[src/rtl/factorial_pkg.sv]
// Shared types and constants for the factorial controller slice.
package factorial_pkg;

  typedef enum logic [2:0] {
    ST_IDLE,
    ST_INIT,
    ST_CHECK,
    ST_MUL,
    ST_WAIT,
    ST_UPDATE,
    ST_DONE,
    ST_ERR
  } state_t;

  localparam int MAX_N_DEFAULT = 12;

  localparam logic SEL_INIT = 1'b0;
  localparam logic SEL_FB   = 1'b1;

endpackage

[src/rtl/fact_watchdog.sv]
// Multiplier watchdog: clear/enable counter whose terminal-count flag marks the
// last permitted WAIT cycle.
module fact_watchdog #(
  parameter int MUL_TIMEOUT = 15
) (
  input  logic clk_,
  input  logic rst_n_,
  input  logic clr,
  input  logic en,
  output logic tc
);

  localparam int CW = $clog2(MUL_TIMEOUT + 1);
  localparam logic [CW-1:0] LAST_CNT = CW'(MUL_TIMEOUT - 1);

  logic [CW-1:0] count_reg;

  always_ff @(posedge clk_ or negedge rst_n_) begin
    if (!rst_n_) begin
      count_reg <= '0;
    end else if (clr) begin
      count_reg <= '0;
    end else if (en) begin
      count_reg <= count_reg + 1'b1;
    end
  end

  // Flag fires on the enabled cycle whose increment would reach MUL_TIMEOUT.
  assign tc = en && (count_reg == LAST_CNT);

endmodule

[src/rtl/factorial_ctrl.sv]
// Moore control FSM sequencing the factorial datapath: load, compare, multiply,
// feedback update, with a multiplier watchdog and range check on n.
module factorial_ctrl
  import factorial_pkg::*;
#(
  parameter int N_W         = 4,
  parameter int MAX_N       = MAX_N_DEFAULT,
  parameter int MUL_TIMEOUT = 15
) (
  input  logic           clk_,
  input  logic           rst_n_,
  input  logic           go_,
  input  logic [N_W-1:0] n_,
  input  logic           cnt_le1_,
  input  logic           mul_done_,
  input  logic           ovf_,
  output logic           sel_,
  output logic           ld_cnt_,
  output logic           ld_prod_,
  output logic           mul_start_,
  output logic [N_W-1:0] n_lat_,
  output logic           busy_,
  output logic           done_,
  output logic           err_
);

  localparam logic [N_W:0] MAX_N_W = (N_W + 1)'(MAX_N);

  state_t state_reg;
  logic   wd_clr;
  logic   wd_en;
  logic   wd_tc;

  // A returning mul_done_ suppresses the increment, so it wins over expiry.
  assign wd_clr = (state_reg == ST_MUL);
  assign wd_en  = (state_reg == ST_WAIT) && !mul_done_;

  fact_watchdog #(
    .MUL_TIMEOUT(MUL_TIMEOUT)
  ) u_watchdog (
    .clk_  (clk_),
    .rst_n_(rst_n_),
    .clr   (wd_clr),
    .en    (wd_en),
    .tc    (wd_tc)
  );

  always_ff @(posedge clk_ or negedge rst_n_) begin
    if (!rst_n_) begin
      state_reg <= ST_IDLE;
      n_lat_    <= '0;
    end else begin
      case (state_reg)
        ST_IDLE: begin
          if (go_) begin
            n_lat_    <= n_;
            state_reg <= ({1'b0, n_} > MAX_N_W) ? ST_ERR : ST_INIT;
          end
        end
        ST_INIT:   state_reg <= ST_CHECK;
        ST_CHECK:  state_reg <= cnt_le1_ ? ST_DONE : ST_MUL;
        ST_MUL:    state_reg <= ST_WAIT;
        ST_WAIT: begin
          if (mul_done_) begin
            state_reg <= ovf_ ? ST_ERR : ST_UPDATE;
          end else if (wd_tc) begin
            state_reg <= ST_ERR;
          end
        end
        ST_UPDATE: state_reg <= ST_CHECK;
        ST_DONE:   state_reg <= ST_IDLE;
        ST_ERR:    state_reg <= ST_IDLE;
        default:   state_reg <= ST_IDLE;
      endcase
    end
  end

  always_comb begin
    sel_       = SEL_INIT;
    ld_cnt_    = 1'b0;
    ld_prod_   = 1'b0;
    mul_start_ = 1'b0;
    busy_      = (state_reg != ST_IDLE);
    done_      = 1'b0;
    err_       = 1'b0;
    case (state_reg)
      ST_INIT: begin
        ld_cnt_  = 1'b1;
        ld_prod_ = 1'b1;
      end
      ST_MUL:    mul_start_ = 1'b1;
      ST_UPDATE: begin
        sel_     = SEL_FB;
        ld_cnt_  = 1'b1;
        ld_prod_ = 1'b1;
      end
      ST_DONE:   done_ = 1'b1;
      ST_ERR: begin
        done_ = 1'b1;
        err_  = 1'b1;
      end
      default: ;
    endcase
  end

endmodule

[config.mk]
export PLATFORM = sky130hd
export DESIGN_NAME = factorial_ctrl
export DESIGN_NICKNAME = d
export VERILOG_FILES = /design/src/rtl/factorial_pkg.sv /design/src/rtl/fact_watchdog.sv /design/src/rtl/factorial_ctrl.sv
export SDC_FILE = /design/constraint.sdc
export NUM_CORES = 1
export LEC_CHECK = 0
export ABC_AREA = 1
export CORE_MARGIN = 8
export CORE_UTILIZATION = 47
export CTS_CLUSTER_DIAMETER = 100
export DETAILED_ROUTE_END_ITERATION = 6
export GPL_TIMING_DRIVEN = 0
export PLACE_DENSITY = 0.81
export SKIP_CTS_REPAIR_TIMING = 1
export SYNTH_ARGS = -nofsm -noshare
export SYNTH_HDL_FRONTEND = slang
export SYNTH_SLANG_ARGS = --single-unit
[constraint.sdc]
create_clock -name clk_ -period 2.65 [get_ports clk_]
set_clock_uncertainty 0.05 [all_clocks]
set_input_delay 0.265 -clock clk_ [delete_from_list [all_inputs] [get_ports clk_]]
set_output_delay 0.265 -clock clk_ [all_outputs]
set_load 0.05 [all_outputs]
After elaboration in Yosys (flattened, before gate mapping) --
Cells that the tools add are included.
Storage, ports and cells: register bits 11, output and inout bits 11, logic and storage cells 39
Operators by class: magnitude comparators 1, reduce and logical (&&, ||, !) cells 10, $add $sub $neg 1, eq/ne operators 10, multiplexer cells 14
Operators with widths (count):
- 3-bit case mux with 6 select lines | 1
- 3-bit two-way mux | 5
- 3-bit == test, second input constant | 4
- 4-bit two-way mux | 2
- 3-bit by 2-bit == test with 1-bit output, second input constant | 2
- 1-bit two-way mux | 5
- 4-bit by 1-bit adder with 4-bit output, second input constant | 1
- 4-bit == test, second input constant | 1
- 4-bit greater-than comparator, second input constant | 1
- 2-bit AND reduction | 2
- 2-bit OR reduction | 2
- 3-bit by 1-bit == test with 1-bit output, second input constant | 1
- 3-bit logical NOT | 1
- 3-bit by 2-bit inequality test with 1-bit output, second input constant | 1
- 3-bit nonzero test | 1
- 1-bit logical AND | 2
- 2-bit two-way mux | 1
- 2-bit inequality test, second input constant | 1
- 2-bit nonzero test | 1
- 1-bit logical NOT | 1

Depth between registers and ports, before layout --
Gate-level depths: netlist (run 1).
depth after elaboration 6, gate-level depth with buffers 9

By module --
A second synthesis (run 1) with hierarchy kept.
Unflattened totals: cells, all modules 89, area total of the unflattened synthesis 655.6 µm²
Modules (own cells, without submodules):
- factorial_ctrl | sequential area each 175.2 µm², cells each 62, area each 434.2 µm², instances 1
- fact_watchdog | sequential area each 100.1 µm², cells each 27, area each 221.5 µm², instances 1

Worst setup path before layout (run 1) --
OpenSTA, ideal clock, no wires.
path type reg2out, start point register state_reg[0], end point output sel_, setup slack 750 ps, cell stages (with the launch flop) 3, path buffers 0, arrival 1585 ps, cells stage by stage dfrtp_1 -> inv_1 -> nor3_1
On the way: longest elaborated chain between the ends 2
RTL lines:
- start, declared | RTL line factorial_ctrl.sv:29 | state_t state_reg;
- start signal, assigned | RTL line factorial_ctrl.sv:57 | state_reg <= ({1'b0, n_} > MAX_N_W) ? ST_ERR : ST_INIT;
- start signal, assigned | RTL line factorial_ctrl.sv:61 | ST_CHECK: state_reg <= cnt_le1_ ? ST_DONE : ST_MUL;
- start signal, assigned | RTL line factorial_ctrl.sv:65 | state_reg <= ovf_ ? ST_ERR : ST_UPDATE;
- 3-bit == test | RTL line factorial_ctrl.sv:86 | case (state_reg)
- 1-bit two-way mux | RTL line factorial_ctrl.sv:86
- end, declared | RTL line factorial_ctrl.sv:17 | output logic sel_,
Every way passes these cells.

Final worst setup path (run 1) --
start point register state_reg[2], end point output mul_start_
On the way: longest elaborated chain between the ends 2
RTL lines:
- 3-bit by 2-bit == test with 1-bit output | RTL line factorial_ctrl.sv:86
- 1-bit two-way mux | RTL line factorial_ctrl.sv:86
- end, declared | RTL line factorial_ctrl.sv:20 | output logic mul_start_,
Every way passes these cells.

==> results of run 1 <==
## power groups by stage
stage / Clock [W] / Combinational [W] / Sequential [W]
CTS: 0.000121 / 0.000713 / 0.000293
global route: 0.000129 / 0.000754 / 0.000304
detailed placement: 0 / 0.000711 / 0.000296
finish: 0.000117 / 0.000705 / 0.000295
floorplan: 0 / 0.000409 / 0.000385
global placement: 0 / 0.000700 / 0.000292
## cell usage after synthesis (2+ instances only)
| cell type | instances | share of area |
|---|---|---|
| nor2_1 | 7 | 0.041 |
| nand3_1 | 7 | 0.054 |
| nand2_2 | 2 | 0.019 |
| a21oi_1 | 3 | 0.023 |
| o21ai_0 | 3 | 0.023 |
| ha_1 | 2 | 0.039 |
| nor3_1 | 2 | 0.016 |
| nand2_1 | 25 | 0.15 |
| dfrtp_1 | 11 | 0.43 |
| o21ai_1 | 2 | 0.016 |
| nand4_1 | 2 | 0.019 |
| inv_1 | 13 | 0.076 |
## kinds of logic (layout without fill, tap and decap cells)
kind of cell,after synthesis,in the layout,synth area share
simple gates,47,47,0.3282
buf+inv,17,41,0.1184
flops,11,11,0.4272
compound gates,9,9,0.07378
fa+ha+maj,2,2,0.03883
xor+xnor,1,1,0.01359
## per-stage QoR
stage / cell area [sq um] / hold slack [ns] / utilization / setup slack (ns)
floorplan: 644.4 / -0.08059 / - / 0.7504
detailed placement: 863.3 / 0.4082 / 0.6719 / 0.7046
CTS: 889.6 / 0.2850 / 0.6923 / 0.3950
global route: 889.6 / 0.3117 / 0.6923 / 0.2946
finish: 889.6 / 0.2765 / 0.6923 / 0.3972
global placement: 863.3 / 0.4038 / 0.6719 / 0.6890
## worst max-delay path, cell delays in order (launching register included)
cell and delay, ns:
dfrtp_1 0.44, inv_2 0.13, nand3_1 0.20, inv_1 0.10, clkdlybuf4s50_1 0.80
## placed cells by master (no fill, tap or decap)
cell	instances
clkbuf_1	1
inv_2	1
o21ai_0	3
o21ai_1	2
nor3_1	2
inv_1	13
nor2_1	7
xor2_1	1
buf_6	1
nand3_1	7
a21oi_1	3
buf_4	1
nand2_1	25
nor2_4	1
ha_1	2
nand4_1	2
nand3_2	1
dfrtp_1	11
nand2_2	2
clkdlybuf4s50_1	20
clkinv_2	1
o21a_1	1
clkbuf_4	3
## final cells by class
class	count	share of cell area
buffer	2	0.02110
clock buffer	4	0.02954
inverter	15	0.06470
multi-input combinational	59	0.3291
sequential	11	0.3094
tap	15	0.02110
timing repair buffer	20	0.2250
## layer usage
| metal | global-route usage | up-vias | part of all wire |
|---|---|---|---|
| met3 | 0.03641 | 7 | 0.087 |
| met1 | 0.1378 | 279 | 0.40 |
| met5 | 0 | - | 0 |
| li1 | - | 317 | - |
| met4 | 0.09052 | 0 | 0.036 |
| met2 | 0.1816 | 29 | 0.47 |
## worst max-delay path by stage
stage                  from          to  cells past startpoint
6_report       state_reg[2]  mul_start_                      4
5_1_grt        state_reg[2]  mul_start_                      4
4_1_cts        state_reg[2]  mul_start_                      4
3_5_place_dp   state_reg[2]  mul_start_                      4
3_3_place_gp   state_reg[2]  mul_start_                      4
2_1_floorplan  state_reg[0]        sel_                      2
==> results.py, run 1 <==
metrics = {
    "status": {
        "status": "completed",
    },
    "final_layout": {
        "diodes": 0,
        "multi_input_area_sq_um": 292.8,
        "finalNonFillerCells": 126,
        "seqCellArea_sq_um": 275.3,
        "fin_nets": 124,
        "fillers": 111,
        "area_growth_pct": 38.06,
        "drive_gt1_frac": 0.09910,
    },
    "route": {
        "ant_nets": 0,
        "drt_pass1_iterations": 4,
        "wl_per_cell_um": 12.02,
        "routed_wl_mm": 1.514,
        "via_per_inst": 5.016,
        "vias": 632,
        "drcViolationCount": 0,
        "first_iter_violations": 32,
    },
    "synth": {
        "yosys_register_bits": 11,
        "synth_edf_count": 0,
        "synth_cells": 87,
        "avgSynthCellArea_sq_um": 7.407,
        "yosys_warnings": 0,
        "synthesis.area_sq_um": 644.4,
        "synth-main-ff-cell": "dfrtp_1",
        "synthDistinctLibCells": 20,
        "yosysSeqAreaShare": 0.4272,
        "synth_fp_nets": 99,
        "synthArstFlopShare": 1.000,
    },
    "power": {
        "seq_power_share": 0.264,
        "intPower_w": 0.0005331,
        "p_leak_nw": 0.4671,
        "power_w": 0.001117,
        "switching_power_w": 0.0005840,
        "p_clk_frac": 0.105,
        "switching_share": 0.5228,
        "p_per_area_mw_per_mm2": 1256,
        "combinationalPowerShare": 0.631,
        "vdd_drop_max_mv": 0.9035,
    },
    "global_route": {
        "antenna_found_initial": 0,
        "grt_util_all_layers": 0.1200,
        "grt_pass1_vias": 579,
        "grt_start_max_net_pins": 12,
        "gr-total-overflow": 0,
        "grt_pass1_wl_mm": 2.484,
    },
    "timing": {
        "fmax_mhz": 443.9,
        "rsz0062_at_grt": "no",
        "finalCritPeriodShare": 0.8501,
        "drv_slew": 0,
        "setup_viol": 0,
        "max-slew-margin-rel": 0.6533,
        "fin_crit_ns": 2.253,
        "tns_ns": 0,
        "hold_violations": 0,
        "max_slew.worst_pin.slew_ns": 0.5185,
    },
    "clocking": {
        "cts.sinks": 11,
        "cts_tree": "yes",
        "insertion_delay_ns": 0.27,
        "numCtsBuffers": 3,
        "path_clk_slew_ns": 0.07,
        "cts_buffer_depth": 2,
        "root_buffer": "clkbuf_4",
        "htreeDepth": 1,
    },
    "floorplan": {
        "initial_utilization": 0.5015,
        "ios": 21,
        "core_area_sq_mm": 0.001285,
        "die_h_um": 53.03,
        "dieArea_sq_mm": 0.002812,
        "dieWidth_um": 53.03,
        "row_count": 13,
    },
    "critical_path": {
        "cp.required_ns": 2.34,
        "worstPathArrival_ns": 1.94,
        "r2r_end": "state_reg[1]",
        "reg2regPathDepth": 7,
        "crit_path_end_kind": "output pin",
        "r2r_slack_ns": 1.42,
        "start_kind": "register",
        "rr_startpoint": "state_reg[1]",
        "crit_type": "register to output pin",
        "crit_fanout": 6,
    },
    "hold_path": {
        "hp-class": "input port to async pin",
    },
    "run": {
        "cap_viol_max_count": 0,
    },
    "placed_design": {
        "dpl.hpwl_mm": 1.186,
        "place_congestion": 0.8222,
        "port_buffers": 20,
        "place_inst": 122,
    },
}
No activity file was read; power rests on OpenSTA's default activity.
==> inputs of run 2 (changes only) <==
--- a/config.mk
+++ b/config.mk
@@ -12,6 +12,7 @@
 export DETAILED_ROUTE_END_ITERATION = 6
 export GPL_TIMING_DRIVEN = 0
 export PLACE_DENSITY = 0.81
+export SETUP_SLACK_MARGIN = 0.15
 export SKIP_CTS_REPAIR_TIMING = 1
 export SYNTH_ARGS = -nofsm -noshare
 export SYNTH_HDL_FRONTEND = slang
==> results of run 2 <==
Final layout, timing and power as in run 1 (identical DEF).
==> inputs of run 3 (changes only) <==
--- a/config.mk
+++ b/config.mk
@@ -6,12 +6,13 @@
 export NUM_CORES = 1
 export LEC_CHECK = 0
 export ABC_AREA = 1
-export CORE_MARGIN = 8
-export CORE_UTILIZATION = 47
+export CORE_AREA = 8 8 45 47
+export CTS_BUF_LIST = sky130_fd_sc_hd__clkbuf_4
 export CTS_CLUSTER_DIAMETER = 100
 export DETAILED_ROUTE_END_ITERATION = 6
+export DIE_AREA = 0 0 53 55
+export DONT_BUFFER_PORTS = 1
 export GPL_TIMING_DRIVEN = 0
-export PLACE_DENSITY = 0.81
 export SETUP_SLACK_MARGIN = 0.15
 export SKIP_CTS_REPAIR_TIMING = 1
 export SYNTH_ARGS = -nofsm -noshare
==> results.py, run 3 (synthesis gave the netlist of run 1 again) <==
metrics = {
    "critical_path": {
        "worst_path_max_delay_cell": "nor2_1",
        "reg2regPathDepth": 7,
        "crit_fanout": 5,
        "crit_start": "state_reg[0]",
        "start_kind": "register",
        "slowest_delay_ns": 0.72,
        "crit_type": "register to output pin",
        "crit_chain": "inv_1 -> nor2_1 -> buf_4",
        "crit_path_end_kind": "output pin",
        "rr_startpoint": "state_reg[1]",
        "cp.required_ns": 2.34,
        "worstPathArrival_ns": 1.87,
    },
    "power": {
        "vdd_drop_max_mv": 0.8181,
        "p_leak_nw": 0.4002,
        "switching_power_w": 0.0005520,
        "switching_share": 0.5663,
        "p_per_area_mw_per_mm2": 1374,
        "p_clk_frac": 0.125,
        "intPower_w": 0.0004227,
        "combinationalPowerShare": 0.471,
        "seq_power_share": 0.404,
    },
    "timing": {
        "rsz0062_at_grt": "no",
        "setup_ws_ns": 0.4691,
        "drv_slew": 0,
        "tns_ns": 0,
        "fmax_mhz": 458.5,
        "max_slew.worst_pin.slew_ns": 0.9344,
        "hold_violations": 0,
        "setup_viol": 0,
        "max-slew-margin-rel": 0.3748,
        "finalCritPeriodShare": 0.8230,
        "fin_crit_ns": 2.181,
    },
    "route": {
        "vias": 522,
        "drcViolationCount": 0,
        "first_iter_violations": 6,
        "drt_pass1_iterations": 2,
        "routed_wl_mm": 1.246,
        "ant_nets": 0,
        "wl_per_cell_um": 11.54,
        "via_per_inst": 4.833,
    },
    "final_layout": {
        "area_growth_pct": 10.10,
        "drive_gt1_frac": 0.1413,
        "final_common_cell": "nand2_1",
        "seqCellArea_sq_um": 275.3,
        "multi_input_area_sq_um": 297.8,
        "final_cell_mix": "nand2_1, inv_1, dfrtp_1, nand3_1, nor2_1",
        "fillers": 150,
        "fin_nets": 105,
        "diodes": 0,
    },
    "clocking": {
        "numCtsBuffers": 3,
        "htreeDepth": 1,
        "path_clk_slew_ns": 0.07,
        "root_buffer": "clkbuf_4",
        "insertion_delay_ns": 0.26,
        "cts.sinks": 11,
        "cts_tree": "yes",
        "cts_buffer_depth": 2,
    },
    "global_route": {
        "grt_pass1_wl_mm": 2.104,
        "gr-total-overflow": 0,
        "grt_start_max_net_pins": 12,
        "grt_util_all_layers": 0.09597,
        "grt_pass1_vias": 501,
        "antenna_found_initial": 0,
    },
    "floorplan": {
        "row_count": 14,
        "ios": 21,
        "initial_utilization": 0.4656,
        "core_area_sq_mm": 0.001384,
        "die_h_um": 55,
        "dieArea_sq_mm": 0.002915,
        "dieWidth_um": 53,
    },
    "hold_path": {
        "min_path_cells": 2,
        "holdCritStartpoint": "n_[3]",
        "hp-class": "input port to register",
    },
    "placed_design": {
        "pre_cts_slack_ns": 0.6733,
        "port_buffers": 0,
        "place_congestion": 0.8133,
        "dpl.hpwl_mm": 1.012,
    },
    "status": {
        "status": "completed",
    },
    "run": {
        "cap_viol_max_count": 0,
    },
}
==> run 3: area by class of cell <==
type	instances	share of cell area
Tap cell	16	0.02822
Clock buffer	4	0.04233
Multi-Input combinational cell	59	0.4198
Buffer	2	0.02646
Sequential cell	11	0.3880
Inverter	15	0.08113
Timing Repair Buffer	1	0.01411
==> run 3: worst max-delay path, delay by kind of cell (launching register included) <==
kind | cells | cell delay (ns)
AND/OR/NAND/NOR | 1 | 0.72
buffers and inverters | 2 | 0.45
flip-flops | 1 | 0.44
==> run 3: stage by stage <==
stage	area, sq um	total power [W]	std cells	utilization	hold WS (ns)
final	709.4	0.0009748	108	0.5127	0.09601
after global routing	709.4	0.001056	108	0.5127	0.07856
after CTS	694.4	0.0009831	107	0.5018	-0.3707
after detailed placement	664.4	0.0008590	103	0.4801	-0.08034
after global placement	664.4	0.0008486	103	0.4801	-0.08030
after floorplan	644.4	0.0007938	87	-	-0.08059
==> run 3: final timing paths <==
path / to / slack [ns]
setup reg to reg: state_reg[1] / 1.24
max in group asynchronous: state_reg[2] / 1.87
hold / removal: n_lat_[3] / 0.1
min in group asynchronous: n_lat_[3] / 0.35
setup / recovery: ld_prod_ / 0.47
hold reg to reg: u_watchdog.count_reg[3] / 0.53
==> run 3: power groups by stage <==
stage          registers [W]  logic (W)  clock network [W]
2_1_floorplan       0.000385   0.000409                  0
3_3_place_gp        0.000398   0.000450                  0
3_5_place_dp        0.000400   0.000459                  0
4_1_cts             0.000397   0.000459           0.000128
5_1_grt             0.000404   0.000516           0.000135
6_report            0.000394   0.000459           0.000122
==> run 3: per-layer routing <==
metal  track usage  part of all wire
met1        0.1186              0.48
met2        0.1348              0.39
met3       0.02941              0.11
met4       0.07759             0.018
met5             0                 0
